`src/rtl/set_pkg.sv`:
```
// Shared types and the width-safe squared-distance helper for the set counters.
package set_pkg;

  typedef enum logic [1:0] {
    SET_A   = 2'd0,
    SET_AND = 2'd1,
    SET_OR  = 2'd2,
    SET_XOR = 2'd3
  } set_mode_t;

  typedef enum logic [1:0] {
    IDLE = 2'd0,
    SCAN = 2'd1,
    DONE = 2'd2
  } set_state_t;

  // Coordinates are zero-extended to SQ_IN_W before the distance is formed,
  // so one helper serves every COORD_W up to SQ_IN_W without truncation.
  localparam int SQ_IN_W  = 16;
  localparam int SQ_OUT_W = 2 * SQ_IN_W + 1;

  // (px-cx)^2 + (py-cy)^2 with a signed difference one bit wider than the
  // operands, unsigned squares, and a sum one bit wider than a square.
  function automatic logic [SQ_OUT_W-1:0] sq_dist(input logic [SQ_IN_W-1:0] px,
                                                  input logic [SQ_IN_W-1:0] py,
                                                  input logic [SQ_IN_W-1:0] cx,
                                                  input logic [SQ_IN_W-1:0] cy);
    logic signed [SQ_IN_W:0] dx;
    logic signed [SQ_IN_W:0] dy;
    logic [SQ_IN_W-1:0]      ax;
    logic [SQ_IN_W-1:0]      ay;
    logic [2*SQ_IN_W-1:0]    sx;
    logic [2*SQ_IN_W-1:0]    sy;
    dx = $signed({1'b0, px}) - $signed({1'b0, cx});
    dy = $signed({1'b0, py}) - $signed({1'b0, cy});
    ax = dx[SQ_IN_W] ? SQ_IN_W'(-dx) : SQ_IN_W'(dx);
    ay = dy[SQ_IN_W] ? SQ_IN_W'(-dy) : SQ_IN_W'(dy);
    sx = {{SQ_IN_W{1'b0}}, ax} * {{SQ_IN_W{1'b0}}, ax};
    sy = {{SQ_IN_W{1'b0}}, ay} * {{SQ_IN_W{1'b0}}, ay};
    return {1'b0, sx} + {1'b0, sy};
  endfunction

endpackage

```
`src/rtl/set_lane_eval.sv`:
```
// One evaluation lane: tests a single grid point against circles A and B and
// combines the two memberships according to the registered mode.
module set_lane_eval
  import set_pkg::*;
#(
  parameter int PT_W    = 5,
  parameter int COORD_W = 4,
  parameter int RAD_W   = 4
) (
  input  logic [PT_W-1:0]      px_i,
  input  logic [PT_W-1:0]      py_i,
  input  logic [1:0]           mode_i,
  input  logic [2*COORD_W-1:0] central_a_i,
  input  logic [RAD_W-1:0]     radius_a_i,
  input  logic [2*COORD_W-1:0] central_b_i,
  input  logic [RAD_W-1:0]     radius_b_i,
  output logic                 hit_o
);

  localparam int CMP_W = (2 * RAD_W > SQ_OUT_W) ? 2 * RAD_W : SQ_OUT_W;

  logic [2*RAD_W-1:0] ra2;
  logic [2*RAD_W-1:0] rb2;
  logic [CMP_W-1:0]   da;
  logic [CMP_W-1:0]   db;
  logic               in_a;
  logic               in_b;

  // Membership of the point in each circle (boundary inclusive), then the set operation.
  always_comb begin
    ra2  = {{RAD_W{1'b0}}, radius_a_i} * {{RAD_W{1'b0}}, radius_a_i};
    rb2  = {{RAD_W{1'b0}}, radius_b_i} * {{RAD_W{1'b0}}, radius_b_i};
    da   = CMP_W'(sq_dist(SQ_IN_W'(px_i), SQ_IN_W'(py_i),
                          SQ_IN_W'(central_a_i[2*COORD_W-1:COORD_W]),
                          SQ_IN_W'(central_a_i[COORD_W-1:0])));
    db   = CMP_W'(sq_dist(SQ_IN_W'(px_i), SQ_IN_W'(py_i),
                          SQ_IN_W'(central_b_i[2*COORD_W-1:COORD_W]),
                          SQ_IN_W'(central_b_i[COORD_W-1:0])));
    in_a = (da <= CMP_W'(ra2));
    in_b = (db <= CMP_W'(rb2));
    hit_o = in_a;
    case (set_mode_t'(mode_i))
      SET_A:   hit_o = in_a;
      SET_AND: hit_o = in_a & in_b;
      SET_OR:  hit_o = in_a | in_b;
      SET_XOR: hit_o = in_a ^ in_b;
      default: hit_o = in_a;
    endcase
  end

endmodule

```
`src/rtl/set_counter_mc.sv`:
```
// Counts grid points inside a two-circle set expression, LANES points per cycle.
//
// Handshake: en is a start strobe sampled only while busy=0. The accepting
// edge captures every other input and raises busy. busy stays high through
// the scan and the single result cycle; valid is high for exactly that one
// result cycle, and candidate holds the count until the next result cycle.
module set_counter_mc
  import set_pkg::*;
#(
  parameter int GRID_N  = 8,
  parameter int COORD_W = 4,
  parameter int RAD_W   = 4,
  parameter int LANES   = 1,
  parameter int CNT_W   = $clog2(GRID_N * GRID_N + 1)
) (
  input  logic                 clk,
  input  logic                 rst,
  input  logic                 en,
  input  logic [1:0]           mode,
  input  logic [2*COORD_W-1:0] central_a,
  input  logic [RAD_W-1:0]     radius_a,
  input  logic [2*COORD_W-1:0] central_b,
  input  logic [RAD_W-1:0]     radius_b,
  output logic                 busy,
  output logic                 valid,
  output logic [CNT_W-1:0]     candidate,
  output logic [1:0]           dbg_state
);

  localparam int PT_W  = $clog2(GRID_N + 1) + 1;
  localparam int SUM_W = $clog2(LANES + 1);
  localparam logic [PT_W-1:0] X_LAST = PT_W'(GRID_N - LANES + 1);
  localparam logic [PT_W-1:0] Y_LAST = PT_W'(GRID_N);

  set_state_t           state_q, state_d;
  logic [1:0]           mode_q;
  logic [2*COORD_W-1:0] ca_q, cb_q;
  logic [RAD_W-1:0]     ra_q, rb_q;
  logic [PT_W-1:0]      x_q, y_q;
  logic [CNT_W-1:0]     acc_q, cand_q;

  logic [LANES-1:0]     hits;
  logic [SUM_W-1:0]     lane_sum;
  logic [CNT_W-1:0]     acc_d;
  logic                 last_scan;

  for (genvar l = 0; l < LANES; l++) begin : g_lane
    set_lane_eval #(
      .PT_W    (PT_W),
      .COORD_W (COORD_W),
      .RAD_W   (RAD_W)
    ) u_lane (
      .px_i        (x_q + PT_W'(l)),
      .py_i        (y_q),
      .mode_i      (mode_q),
      .central_a_i (ca_q),
      .radius_a_i  (ra_q),
      .central_b_i (cb_q),
      .radius_b_i  (rb_q),
      .hit_o       (hits[l])
    );
  end

  // Population count of this cycle's lane hits added to the running total.
  always_comb begin
    lane_sum = '0;
    for (int l = 0; l < LANES; l++) begin
      lane_sum = lane_sum + SUM_W'(hits[l]);
    end
    acc_d     = acc_q + CNT_W'(lane_sum);
    last_scan = (x_q == X_LAST) && (y_q == Y_LAST);
  end

  // Next-state logic and outputs decoded from the current state.
  always_comb begin
    state_d = state_q;
    case (state_q)
      IDLE:    if (en) state_d = SCAN;
      SCAN:    if (last_scan) state_d = DONE;
      DONE:    state_d = IDLE;
      default: state_d = IDLE;
    endcase
    busy      = (state_q != IDLE);
    valid     = (state_q == DONE);
    candidate = cand_q;
    dbg_state = state_q;
  end

  // State register.
  always_ff @(posedge clk or negedge rst) begin
    if (!rst) state_q <= IDLE;
    else      state_q <= state_d;
  end

  // Operand capture, scan position, accumulator and held result.
  always_ff @(posedge clk or negedge rst) begin
    if (!rst) begin
      mode_q <= '0;
      ca_q   <= '0;
      ra_q   <= '0;
      cb_q   <= '0;
      rb_q   <= '0;
      x_q    <= '0;
      y_q    <= '0;
      acc_q  <= '0;
      cand_q <= '0;
    end else begin
      if (state_q == IDLE && en) begin
        mode_q <= mode;
        ca_q   <= central_a;
        ra_q   <= radius_a;
        cb_q   <= central_b;
        rb_q   <= radius_b;
        x_q    <= PT_W'(1);
        y_q    <= PT_W'(1);
        acc_q  <= '0;
      end else if (state_q == SCAN) begin
        acc_q <= acc_d;
        if (x_q == X_LAST) begin
          x_q <= PT_W'(1);
          y_q <= y_q + PT_W'(1);
        end else begin
          x_q <= x_q + PT_W'(LANES);
        end
        if (last_scan) cand_q <= acc_d;
      end
    end
  end

endmodule

```
`config.mk`:
```
export PLATFORM = sky130hd
export DESIGN_NAME = set_counter_mc
export DESIGN_NICKNAME = d
export VERILOG_FILES = /design/src/rtl/set_pkg.sv /design/src/rtl/set_lane_eval.sv /design/src/rtl/set_counter_mc.sv
export SDC_FILE = /design/constraint.sdc
export NUM_CORES = 1
export LEC_CHECK = 0
export ABC_AREA = 0
export CORE_ASPECT_RATIO = 1.4
export CORE_MARGIN = 2
export CORE_UTILIZATION = 40
export CTS_CLUSTER_SIZE = 28
export DETAILED_ROUTE_END_ITERATION = 16
export PLACE_DENSITY = 0.66
export SLEW_MARGIN = 20
export SYNTH_ARGS = -nofsm -noshare
export SYNTH_HDL_FRONTEND = slang
export SYNTH_SLANG_ARGS = --single-unit
export TNS_END_PERCENT = 100
```
`constraint.sdc`:
```
create_clock -name clk -period 10.82 [get_ports clk]
set_clock_uncertainty 0.2 [all_clocks]
set_input_delay 2.164 -clock clk [delete_from_list [all_inputs] [get_ports clk]]
set_output_delay 2.164 -clock clk [all_outputs]
set_load 0.02 [all_outputs]
```
==> run_summary.xml <==
<?xml version="1.0" encoding="UTF-8"?>
<metrics>
  <group name="outcome">
    <metric name="run_status" unit="">complete, no violations</metric>
  </group>
  <group name="placed_design">
    <metric name="port_buffers" unit="">39</metric>
    <metric name="routabilityCongestion" unit="">0.846</metric>
    <metric name="place_hpwl" unit="µm">48100</metric>
  </group>
  <group name="detailed_routing">
    <metric name="remaining_drc_errors" unit="">0</metric>
    <metric name="drt_pre_antenna_iters" unit="">5</metric>
    <metric name="route.vias.total" unit="">20600</metric>
    <metric name="post_drt_via_cell_ratio" unit="">4.22</metric>
    <metric name="initialDrtViolationCount" unit="">567</metric>
    <metric name="postRouteAntennaNets" unit="">0</metric>
    <metric name="detail_route.wl_per_cell" unit="µm">10.3</metric>
    <metric name="wirelength" unit="µm">50500</metric>
  </group>
  <group name="timing">
    <metric name="count_of_pins_over_their_slew_limit" unit="">0</metric>
    <metric name="timing.final.crit_share" unit="">0.945</metric>
    <metric name="setup_viol" unit="">0</metric>
    <metric name="report.final.hold_viol_count" unit="">0</metric>
    <metric name="worst_pin_slew" unit="ps">914</metric>
    <metric name="final_period_minus_worst_setup_slack" unit="ps">10220</metric>
    <metric name="setup-tns-final" unit="ps">0</metric>
    <metric name="achievable-frequency" unit="MHz">97.8</metric>
    <metric name="worst_slew_margin_relative_to_its_limit" unit="">0.390</metric>
  </group>
  <group name="hold_path">
    <metric name="hold_path_class" unit="">reg -&gt; reg</metric>
    <metric name="min_path_cells" unit="">2</metric>
    <metric name="worst_min_delay_path_endpoint" unit="">candidate[4]$_DFFE_PN0P_</metric>
    <metric name="hp-start" unit="">candidate[4]$_DFFE_PN0P_</metric>
  </group>
  <group name="floorplanning">
    <metric name="std_cell_rows" unit="">120</metric>
    <metric name="die_y" unit="µm">334</metric>
    <metric name="dieArea" unit="mm²">0.0798</metric>
    <metric name="core_area" unit="mm²">0.0767</metric>
    <metric name="floorplan.initialDensity" unit="">0.404</metric>
    <metric name="chipWidth" unit="µm">239</metric>
    <metric name="top_level_ports" unit="">40</metric>
  </group>
  <group name="worst_setup_path">
    <metric name="timing.rr.end" unit="">candidate[5]$_DFFE_PN0P_</metric>
    <metric name="critPathMaxFanout" unit="">5</metric>
    <metric name="max_stage_delay" unit="ps">570</metric>
    <metric name="worst-setup-path-type" unit="">reg -&gt; reg</metric>
    <metric name="setup.worst_path.start_class" unit="">flip-flop</metric>
    <metric name="data_arrival_time_of_the_critical_path" unit="ps">10180</metric>
    <metric name="reg2regPathDepth" unit="">39</metric>
    <metric name="crit_path_frequent_cell" unit="">sky130_fd_sc_hd__fa_1</metric>
    <metric name="worstReg2RegStart" unit="">y_q[0]$_DFFE_PN0P_</metric>
    <metric name="required" unit="ps">10780</metric>
    <metric name="critical-path-slowest-cell" unit="">sky130_fd_sc_hd__fa_2</metric>
    <metric name="endpoint_kind" unit="">flip-flop</metric>
    <metric name="worst_reg2reg_setup_slack" unit="ps">600</metric>
  </group>
  <group name="yosys">
    <metric name="synth_largest_area_cell" unit="">sky130_fd_sc_hd__fa_1</metric>
    <metric name="synth_most_common_cell" unit="">sky130_fd_sc_hd__inv_1</metric>
    <metric name="yosys-top-cells-area" unit="">sky130_fd_sc_hd__fa_1 51%, sky130_fd_sc_hd__ha_1 16%, sky130_fd_sc_hd__inv_1 12%</metric>
    <metric name="postSynthRegisterBits" unit="">52</metric>
    <metric name="syn-cell-area" unit="mm²">0.0310</metric>
    <metric name="post_synth.cell_area_avg" unit="µm²">10.1</metric>
    <metric name="synth_common_cells" unit="">968 x sky130_fd_sc_hd__inv_1, 788 x sky130_fd_sc_hd__fa_1, 408 x sky130_fd_sc_hd__ha_1</metric>
    <metric name="netlist-cell-type-count" unit="">86</metric>
    <metric name="postSynth.topFlopCell" unit="">sky130_fd_sc_hd__dfrtp_1</metric>
    <metric name="synth_warn" unit="">0</metric>
    <metric name="netlist.area_leader.share" unit="">0.508</metric>
    <metric name="synthArstFlopShare" unit="">1.00</metric>
    <metric name="synth_edf_count" unit="">0</metric>
    <metric name="synth-seq-area-share" unit="">0.0419</metric>
    <metric name="synth_cells" unit="">3061</metric>
  </group>
  <group name="grt">
    <metric name="grt_pass1_wl" unit="µm">95900</metric>
    <metric name="grt_usage" unit="">0.141</metric>
    <metric name="grt_pass1_vias" unit="">22900</metric>
    <metric name="grt_max_degree" unit="">53</metric>
    <metric name="total_grt_overflow" unit="">0</metric>
    <metric name="antenna_found_initial" unit="">0</metric>
  </group>
  <group name="flow_run">
    <metric name="number_of_max_cap_violations" unit="">0</metric>
  </group>
  <group name="finish">
    <metric name="drive_gt1_frac" unit="">0.0234</metric>
    <metric name="finish.net_count" unit="">5068</metric>
    <metric name="final_core_utilization" unit="">0.465</metric>
    <metric name="n_antenna_cell" unit="">0</metric>
    <metric name="area_growth" unit="%">15.1</metric>
    <metric name="layout.filler_cells" unit="">7438</metric>
    <metric name="seq_area" unit="mm²">0.00130</metric>
    <metric name="multiInputGateArea" unit="mm²">0.0289</metric>
  </group>
  <group name="cts">
    <metric name="cts.path.max_buffers" unit="">2</metric>
    <metric name="tritoncts" unit="">built</metric>
    <metric name="cts.sink_count" unit="">52</metric>
    <metric name="cts.clk_slew.worst_paths" unit="ps">70</metric>
    <metric name="cts-buffers-inserted" unit="">5</metric>
    <metric name="clock_tree.htree_level_count" unit="">2</metric>
    <metric name="clock_insertion_delay_worst_skew" unit="ps">300</metric>
    <metric name="cts-root-buf" unit="">sky130_fd_sc_hd__clkbuf_16</metric>
  </group>
</metrics>
-- stage by stage --
step / instances / hold WS (ps) / instance area [µm²] / setup slack, ps
2_1_floorplan: 3831 / 287 / 33900 / 1250
3_3_place_gp: 4870 / 266 / 35500 / 6.20
3_5_place_dp: 4870 / 272 / 35500 / -33.5
4_1_cts: 4878 / 289 / 35600 / 115
5_1_grt: 4881 / 310 / 35700 / -14.4
6_report: 4881 / 281 / 35700 / 599
-- routing by layer --
layer  global-route usage  share of wire  up-vias
met5                    0              0        -
met4               0.0162          0.011        0
met3              0.00356          0.014       41
met2                0.289           0.59      156
met1                0.166           0.39    10300
li1                     -              -    10000
-- state kept, by name, summed over array words and instances, names as in the netlist --
register / flops
rb_q: 4
x_q: 5
y_q: 5
candidate: 7
ca_q: 8
dbg_state: 2
ra_q: 4
mode_q: 2
acc_q: 7
cb_q: 8
-- layout make-up --
type / instances / area share
tap: 1037 / 0.0363
sequential: 52 / 0.0364
clock buffer: 7 / 0.00400
clock inverter: 1 / 0.000210
inverter: 970 / 0.102
timing repair buffer: 47 / 0.0125
multi-input combinational: 2767 / 0.809
-- cells in the final DEF, fill, tap and decap left out, types with 5 or more instances in the layout --
master / synthesis / routed
sky130_fd_sc_hd__xnor2_1: 37 / 37
sky130_fd_sc_hd__nand3_1: 23 / 22
sky130_fd_sc_hd__o21bai_1: 8 / 8
sky130_fd_sc_hd__inv_1: 968 / 968
sky130_fd_sc_hd__conb_1: 2 / 772
sky130_fd_sc_hd__a211o_1: 6 / 6
sky130_fd_sc_hd__mux2i_1: 10 / 9
sky130_fd_sc_hd__ha_1: 408 / 405
sky130_fd_sc_hd__a21oi_2: 5 / 9
sky130_fd_sc_hd__mux2_2: 14 / 14
sky130_fd_sc_hd__o31ai_1: 8 / 8
sky130_fd_sc_hd__o21a_1: 11 / 11
sky130_fd_sc_hd__fa_1: 788 / 787
sky130_fd_sc_hd__nand2b_1: 21 / 21
sky130_fd_sc_hd__dfrtp_1: 52 / 52
sky130_fd_sc_hd__buf_4: 1 / 8
sky130_fd_sc_hd__nor2_1: 80 / 79
sky130_fd_sc_hd__a211oi_1: 8 / 7
sky130_fd_sc_hd__and2_1: 12 / 12
sky130_fd_sc_hd__o21ai_1: 13 / 13
sky130_fd_sc_hd__o21ai_0: 72 / 72
sky130_fd_sc_hd__o211ai_1: 10 / 10
sky130_fd_sc_hd__a21oi_1: 78 / 74
sky130_fd_sc_hd__a21o_1: 36 / 36
sky130_fd_sc_hd__nor4_1: 7 / 5
sky130_fd_sc_hd__nor2b_1: 22 / 22
sky130_fd_sc_hd__a31oi_1: 7 / 7
sky130_fd_sc_hd__nor4b_1: 6 / 6
sky130_fd_sc_hd__clkbuf_16: 0 / 5
sky130_fd_sc_hd__clkdlybuf4s50_1: 0 / 38
sky130_fd_sc_hd__nor3_1: 30 / 30
sky130_fd_sc_hd__nand4_1: 25 / 25
sky130_fd_sc_hd__nand2_1: 97 / 97
sky130_fd_sc_hd__and3_1: 20 / 20
sky130_fd_sc_hd__xor2_1: 32 / 31
sky130_fd_sc_hd__or2_2: 11 / 11
sky130_fd_sc_hd__a31o_2: 5 / 5
-- timing repair --
action                                  CTS  global route
hold buffers                              0             0
endpoints found under the setup margin    3            12
resized for setup                         1            17
buffers inserted                          0             3
pin swaps                                 0             9
-- worst max-delay path by stage --
stage                             from                        to
floorplan           y_q[0]$_DFFE_PN0P_      acc_q[6]$_DFFE_PN0P_
global route        y_q[0]$_DFFE_PN0P_  candidate[5]$_DFFE_PN0P_
finish              y_q[0]$_DFFE_PN0P_  candidate[5]$_DFFE_PN0P_
CTS                 y_q[0]$_DFFE_PN0P_      acc_q[6]$_DFFE_PN0P_
global placement    y_q[0]$_DFFE_PN0P_      acc_q[6]$_DFFE_PN0P_
detailed placement  y_q[0]$_DFFE_PN0P_      acc_q[6]$_DFFE_PN0P_
-- cell families after synthesis --
group                      after synthesis  share of synthesized area
adders and majority gates             1196                      0.673
xor gates and xnor gates                69                     0.0195
AOI/OAI and AO/OA                      326                     0.0703
muxes                                   25                    0.00903
buffers and inverters                 1012                      0.124
DFF                                     52                     0.0419
and+or+nand+nor                        379                     0.0625
other                                    2                   0.000242
-- critical path, delay by kind of cell, from the launching register on --
kind,cells,cell delay (ps)
compound gates,7,1420
simple gates,10,2140
flops,1,420
mux,1,540
xor+xnor,1,140
buf+inv,6,480
fa+ha+maj,14,4750
Power is left out: the tool's default activity adds up to more than one toggle a clock period on the data nets, which glitch-free logic cannot reach.
